==> src/rtl/dff_arb_pkg.sv <==
// rtl/dff_arb_pkg.sv - shared state encoding and reset constants for dff_bank_arbiter
package dff_arb_pkg;

    typedef enum logic [1:0] {
        ST_IDLE    = 2'd0,
        ST_GRANT   = 2'd1,
        ST_WRITE   = 2'd2,
        ST_RELEASE = 2'd3
    } arb_state_e;

    // Per-bit reset values, replicated to the register width at the point of use.
    localparam logic Q_RST  = 1'b0;
    localparam logic QN_RST = 1'b1;

endpackage

==> src/rtl/rr_priority_picker.sv <==
// rtl/rr_priority_picker.sv - combinational rotate-and-priority-encode winner selection
module rr_priority_picker #(
    parameter int N_REQ = 4,
    parameter int OW    = $clog2(N_REQ)
) (
    input  logic [N_REQ-1:0] req_i,
    input  logic [OW-1:0]    ptr_i,
    output logic [OW-1:0]    winner_o,
    output logic             valid_o
);

    logic [OW-1:0] idx;

    // Scan from the far end back to ptr so the closest requester at or after ptr wins.
    always_comb begin
        winner_o = '0;
        valid_o  = 1'b0;
        idx      = '0;
        for (int k = N_REQ - 1; k >= 0; k--) begin
            idx = OW'((int'(ptr_i) + k) % N_REQ);
            if (req_i[idx]) begin
                winner_o = idx;
                valid_o  = 1'b1;
            end
        end
    end

endmodule

==> src/rtl/dff_bank_arbiter.sv <==
// rtl/dff_bank_arbiter.sv - round-robin write arbiter for a shared WIDTH-bit Q/Q_n register
module dff_bank_arbiter
    import dff_arb_pkg::*;
#(
    parameter  int WIDTH = 8,
    parameter  int N_REQ = 4,
    localparam int OW    = $clog2(N_REQ)
) (
    input  logic                   CLK,
    input  logic                   RST,
    input  logic [N_REQ-1:0]       REQ,
    input  logic [N_REQ*WIDTH-1:0] DATA,
    output logic [N_REQ-1:0]       GNT,
    output logic                   ACK,
    output logic [OW-1:0]          OWNER,
    output logic                   BUSY,
    output logic [WIDTH-1:0]       Q,
    output logic [WIDTH-1:0]       Q_n
);

    arb_state_e       state_q, state_d;
    logic [OW-1:0]    ptr_q, ptr_d;
    logic [OW-1:0]    owner_q, owner_d;
    logic [N_REQ-1:0] gnt_q, gnt_d;
    logic             ack_q, ack_d;
    logic             busy_q, busy_d;
    logic [WIDTH-1:0] q_q, q_d;
    logic [WIDTH-1:0] qn_q, qn_d;

    logic [OW-1:0]    pick_winner;
    logic             pick_valid;
    logic [WIDTH-1:0] owner_data;
    logic             owner_req;

    rr_priority_picker #(
        .N_REQ (N_REQ),
        .OW    (OW)
    ) u_picker (
        .req_i    (REQ),
        .ptr_i    (ptr_q),
        .winner_o (pick_winner),
        .valid_o  (pick_valid)
    );

    always_comb begin
        owner_data = '0;
        for (int i = 0; i < N_REQ; i++) begin
            if (owner_q == OW'(i)) begin
                owner_data = DATA[i*WIDTH +: WIDTH];
            end
        end
    end

    assign owner_req = REQ[owner_q];

    always_comb begin
        state_d = state_q;
        ptr_d   = ptr_q;
        owner_d = owner_q;
        gnt_d   = gnt_q;
        ack_d   = 1'b0;
        q_d     = q_q;
        qn_d    = qn_q;
        unique case (state_q)
            ST_IDLE: begin
                if (pick_valid) begin
                    gnt_d              = '0;
                    gnt_d[pick_winner] = 1'b1;
                    owner_d            = pick_winner;
                    state_d            = ST_GRANT;
                end
            end
            ST_GRANT: begin
                if (owner_req) begin
                    q_d     = owner_data;
                    qn_d    = ~owner_data;
                    ack_d   = 1'b1;
                    ptr_d   = (owner_q == OW'(N_REQ - 1)) ? '0 : owner_q + OW'(1);
                    state_d = ST_WRITE;
                end else begin
                    // Owner withdrew before the write: drop the grant, keep the pointer.
                    gnt_d   = '0;
                    state_d = ST_IDLE;
                end
            end
            ST_WRITE: begin
                gnt_d   = '0;
                state_d = ST_RELEASE;
            end
            ST_RELEASE: begin
                if (!owner_req) begin
                    state_d = ST_IDLE;
                end
            end
            default: state_d = ST_IDLE;
        endcase
        busy_d = (state_d != ST_IDLE);
    end

    always_ff @(posedge CLK or posedge RST) begin
        if (RST) begin
            state_q <= ST_IDLE;
            ptr_q   <= '0;
            owner_q <= '0;
            gnt_q   <= '0;
            ack_q   <= 1'b0;
            busy_q  <= 1'b0;
            q_q     <= {WIDTH{Q_RST}};
            qn_q    <= {WIDTH{QN_RST}};
        end else begin
            state_q <= state_d;
            ptr_q   <= ptr_d;
            owner_q <= owner_d;
            gnt_q   <= gnt_d;
            ack_q   <= ack_d;
            busy_q  <= busy_d;
            q_q     <= q_d;
            qn_q    <= qn_d;
        end
    end

    assign GNT   = gnt_q;
    assign ACK   = ack_q;
    assign OWNER = owner_q;
    assign BUSY  = busy_q;
    assign Q     = q_q;
    assign Q_n   = qn_q;

endmodule

==> config.mk <==
export PLATFORM = sky130hd
export DESIGN_NAME = dff_bank_arbiter
export DESIGN_NICKNAME = d
export VERILOG_FILES = /design/src/rtl/dff_arb_pkg.sv /design/src/rtl/rr_priority_picker.sv /design/src/rtl/dff_bank_arbiter.sv
export SDC_FILE = /design/constraint.sdc
export NUM_CORES = 1
export LEC_CHECK = 0
export CELL_PAD_IN_SITES_DETAIL_PLACEMENT = 0
export CELL_PAD_IN_SITES_GLOBAL_PLACEMENT = 1
export CORE_MARGIN = 2
export CORE_UTILIZATION = 31
export CTS_CLUSTER_DIAMETER = 100
export DETAILED_ROUTE_END_ITERATION = 12
export GPL_TIMING_DRIVEN = 0
export HOLD_SLACK_MARGIN = 0.02
export PLACE_DENSITY = 0.88
export RECOVER_POWER = 50
export SETUP_SLACK_MARGIN = 0.15
export SLEW_MARGIN = 20
export SYNTH_ARGS = -nofsm -noshare
export SYNTH_HDL_FRONTEND = slang
export SYNTH_SLANG_ARGS = --single-unit
export TNS_END_PERCENT = 50
==> constraint.sdc <==
create_clock -name CLK -period 2.15 [get_ports CLK]
set_input_delay 0.43 -clock CLK [delete_from_list [all_inputs] [get_ports CLK]]
set_output_delay 0.43 -clock CLK [all_outputs]
set_load 0.03 [all_outputs]
* Yosys cells after proc, flatten, opt, wreduce, memory -nomap -nowiden
Index checks and enable logic that the tools add are counted.
** Word-level totals
- Output and inout port bits :: 24
- Bits of input ports :: 38
- Register bits :: 28
** Cells by class
- Eq/ne operators :: 8
- Bitwise gates (word level) :: 1
- Add/subtract/negate cells :: 4
- Reduce and logical (&&, ||, !) cells :: 8
- Muxes and demuxes :: 34
- Magnitude comparators :: 7
** Operator list (count)
- 2-to-1 mux 8 bit :: 4
- < comparator 2 x 3 -> 1 bit (second input constant) :: 6
- 2-to-1 mux 2 bit :: 8
- 2-to-1 mux 1 bit :: 12
- one-hot mux 4 bit (3 select lines) :: 1
- binary-select mux 1 bit (select 2 bit) :: 5
- == test 2 bit (second input constant) :: 4
- 2-to-1 mux 4 bit :: 2
- NOT 8 bit :: 1
- one-hot mux 2 bit (4 select lines) :: 1
- adder 2 x 1 -> 2 bit (second input constant) :: 2
- adder 2 bit (second input constant) :: 2
- == test 2 x 1 -> 1 bit (second input constant) :: 2
- logical NOT 2 bit :: 2
- inequality test 2 bit (second input constant) :: 2
- AND reduction 2 bit :: 2
- AND reduction 3 bit :: 1
- nonzero test 3 bit :: 1
- demux 1 bit (select 2 bit) :: 1
- greater-or-equal comparator 2 x 1 -> 1 bit (second input constant) :: 1
- nonzero test 2 bit :: 1
- logical AND 1 bit :: 1

* Depth between registers and ports, before layout
- Word-level depth :: 13
- Mapped depth :: 8

* Hierarchy
Synthesis repeated with hierarchy kept, for this count alone.
** Second synthesis, totals
- Cell total of the unflattened synthesis :: 158
- Area total of the unflattened synthesis :: 1566.5 µm²
** Modules (own cells, without submodules)
- dff_bank_arbiter :: area an instance 1488.9 µm², times used 1, cells an instance 145
- rr_priority_picker :: area an instance 77.6 µm², times used 1, cells an instance 13

* Worst setup path after synthesis
OpenSTA, ideal clock, no wires.
- Path type :: register to register
- Start point :: register owner_q[1], in the netlist OWNER[1]
- End point :: register gnt_q[0], in the netlist GNT[0]
- Period minus slack after synthesis :: 2.035 ns
- Data required time :: 2.040 ns
- Data arrival time :: 1.924 ns
- Setup slack :: 0.115 ns
- Buffers on the path :: 0
- Cell stages (with the launch flop) :: 4
- Path through :: dfrtp_1 -> mux4_2 -> a221o_1 -> o41ai_1
** On the way
- Cells in the longest elaborated chain, start to end :: 4
** Ends and longest elaborated chain
- from (decl) :: RTL line dff_bank_arbiter.sv:23 : logic [OW-1:0] owner_q, owner_d;
- from (signal assigned) :: RTL line dff_bank_arbiter.sv:113 : owner_q <= owner_d;
- binary-select mux 1 bit (select 2 bit) :: RTL line dff_bank_arbiter.sv:54 : assign owner_req = REQ[owner_q];
- 2-to-1 mux 1 bit (implied by the code) :: RTL line dff_bank_arbiter.sv:54
- inequality test 2 bit (no source line)
- AND reduction 3 bit (no source line)
- to (signal assigned) :: RTL line dff_bank_arbiter.sv:114 : gnt_q <= gnt_d;
- to (decl) :: RTL line dff_bank_arbiter.sv:24 : logic [N_REQ-1:0] gnt_q, gnt_d;
No other way between the ends. The select of a mux whose other input is x is not followed.
A chain may end at the register's enable or synchronous reset.

* Final worst setup path
- Start point :: register owner_q[1], in the netlist OWNER[1]
- End point :: register gnt_q[2], in the netlist GNT[2]
Same word-level chain as after synthesis.

==> impl_metrics.py <==
metrics = {
    "sta": {
        "final_max_slew_viol_count": 0,
        "hold_violations": 0,
        "tns_ps": 0,
        "worst_slew_pin_slew_ps": 1130,
        "finalCritPeriodShare": 0.930,
        "period_minus_slack_ps": 2000,
        "finalClockSkew_ps": 5.18,
        "maxSlewHeadroom": 0.244,
        "final-setup-viol-count": 0,
        "rsz0062_at_grt": "true",
        "fmax_mhz": 500,
    },
    "critical_path": {
        "crit_end": "GNT[2]",
        "worst_setup_path_start_kind": "flip-flop",
        "worstSetupPathType": "flip-flop to flip-flop",
        "arrival_ps": 2190,
        "end_kind": "flip-flop",
        "reg2reg_slack_ps": 150,
        "reg2reg_from": "OWNER[1]",
        "reg2regPathDepth": 3,
        "cp_max_fo": 8,
        "crit_required_ps": 2340,
        "crit_start": "OWNER[1]",
        "r2r-end": "GNT[2]",
    },
    "pwr": {
        "netSwitchingFraction": 0.466,
        "power_frac_clock": 0.099,
        "p_seq_frac": 0.293,
        "p_leak_uw": 0.00106,
        "power_switching_uw": 1600,
        "p_int_uw": 1840,
        "power_frac_comb": 0.608,
        "ir_drop_mv": 0.730,
        "power_density_nw_per_um2": 1480,
    },
    "clocking": {
        "ctsRootBufferMaster": "clkbuf_8",
        "insertion_delay_ps": 280,
        "cts_buffer_depth": 2,
        "cts_max_level": 1,
        "cts_sinks": 28,
        "clkTransAtPathRegs_ps": 100,
        "cts_tree": "done",
        "numCtsBuffers": 3,
    },
    "floorplanning": {
        "rows": 25,
        "core_um2": 4720,
        "start_util": 0.321,
        "io_pins": 62,
        "fp.dieArea_um2": 5470,
        "die_h_um": 73.9,
        "die_w_um": 73.9,
    },
    "finish": {
        "regArea_um2": 712,
        "fillers": 462,
        "final_cells": 300,
        "antenna_cells": 0,
        "multi_input_area_um2": 763,
        "syn_to_final_growth_pct": 53.5,
        "fin_nets": 281,
        "drive_gt1_frac": 0.129,
    },
    "yosys": {
        "yosysTopAreaCellShare": 0.330,
        "yosys-top-cells-count": "dfrtp_1 (20), nand2_1 (20), a21oi_1 (19)",
        "yosysSeqAreaShare": 0.469,
        "syn_area_um2": 1520,
        "synth_cell_types": 26,
        "synth_edf_count": 0,
        "synth-main-ff-cell": "dfrtp_1",
        "async_flop_share": 1.00,
        "yosys.area.top_type": "dfrtp_1",
        "ys_ff_latch": 28,
        "synthCells": 167,
        "yosysWarnings": 0,
        "syn-num-nets": 214,
        "synth.area.top_cells": "dfrtp_1 (33%), dfstp_2 (14%), ha_1 (7.4%)",
        "syn-mean-instance-area_um2": 9.08,
    },
    "place": {
        "port_buffers": 61,
        "gp_congestion": 0.837,
        "dp_cells": 295,
        "dpl.hpwl_um": 3330,
    },
    "global_route": {
        "grt_usage": 0.157,
        "first_global_vias": 1373,
        "grt_pass1_wl_um": 6680,
        "grt_max_degree": 29,
        "antenna_found_initial": 0,
        "grt_overflow": 0,
    },
    "routing": {
        "wl_um": 4520,
        "first_iter_violations": 68,
        "antenna_left": 0,
        "wire_per_inst_um": 15.1,
        "vias": 1447,
        "drc_errors": 0,
        "viasPerCell": 4.82,
        "dr.pass1.iters": 4,
    },
    "job": {
        "maxCapViolations": 0,
    },
    "run_status": {
        "status": "completed",
    },
    "hold_path": {
        "hold_class": "flip-flop to flip-flop",
    },
}
power groups by stage:
stage                     clock network (µW)  logic [µW]  registers (µW)
after floorplan                            0         835            1420
after global placement                     0        1950            1020
after detailed placement                   0        1980            1020
after CTS                                341        2090            1010
after global routing                     364        2260            1040
final                                    339        2090            1010
worst min-delay path by stage:
stage / end / cells past startpoint / slack [ps] / startpoint
after floorplan: ACK / 1 / 490 / RST
after global placement: GNT[1] / 2 / 470 / GNT[1]
after detailed placement: GNT[1] / 2 / 470 / GNT[1]
after CTS: GNT[1] / 2 / 490 / GNT[1]
after global routing: GNT[3] / 2 / 520 / GNT[3]
final: GNT[3] / 2 / 490 / GNT[3]
kinds of logic after synthesis:
group,after synthesis,synth area share
AND/OR/NAND/NOR,46,0.130
AO/OA/AOI/OAI,58,0.250
flip-flops,28,0.469
multiplexers,1,0.0149
buffers and inverters,25,0.0627
adder cells (fa/ha/maj),9,0.0743
sequential cells by signal, indices dropped and copies added (netlist names):
name	count
OWNER	2
Q_n	8
state_q	2
ptr_q	2
ACK	1
Q	8
BUSY	1
GNT	4
through the flow:
step / cell area (µm²) / utilization / setup WS, ps / total power, µW / hold slack (ps)
finish: 2330 / 0.493 / 151 / 3440 / 486
global route: 2330 / 0.493 / 84.1 / 3660 / 516
CTS: 2320 / 0.491 / 162 / 3450 / 489
detailed placement: 2210 / 0.468 / -356 / 3010 / 468
global placement: 2210 / 0.468 / -341 / 2970 / 467
floorplan: 1520 / - / 232 / 2250 / 489
layer usage:
layer / GRT usage / part of all wire / wire length, µm / vias up
met5: 0 / 0 / 0 / -
met4: 0.0505 / 0.016 / 71 / 0
met3: 0.0230 / 0.043 / 196 / 7
met2: 0.250 / 0.50 / 2240 / 31
met1: 0.221 / 0.45 / 2010 / 692
li1: - / - / - / 717
critical path, cell delays in order (launching register included):
cell and delay [ps]:
dfrtp_1 490, mux4_2 600, a221o_2 470, o41ai_2 330
area by class of cell:
| type | count | area share |
|---|---|---|
| buffer | 8 | 0.0172 |
| clock buffer | 4 | 0.0237 |
| inverter | 17 | 0.0274 |
| multi-input combinational | 114 | 0.328 |
| sequential | 28 | 0.306 |
| tap | 67 | 0.0360 |
| timing repair buffer | 62 | 0.262 |
cells in the final DEF (no fill, tap or decap), drive strengths merged:
cell           instances
dfrtp                 20
nand2b                 3
a21o                   8
o2bb2ai                1
o32ai                  1
o31ai                  1
inv                   17
nand2                 20
clkbuf                10
nor2b                  2
o31a                   1
nor4                   1
dlygate4sd3            7
o32a                   1
buf                    3
ha                     9
nor2                  18
mux4                   1
or3                    1
a21oi                 19
a221o                  1
a221oi                 8
or4b                   1
dlygate4sd2            4
o41ai                  4
dfstp                  8
o21ai                 13
clkdlybuf4s50         50
timing repair:
item,in CTS,in global routing
buffers inserted,1,0
pin swaps,2,0
setup endpoints to repair,22,12
gates resized for setup,16,6
hold buffers,0,0
Note: power is estimated with default switching activity, not from simulation.
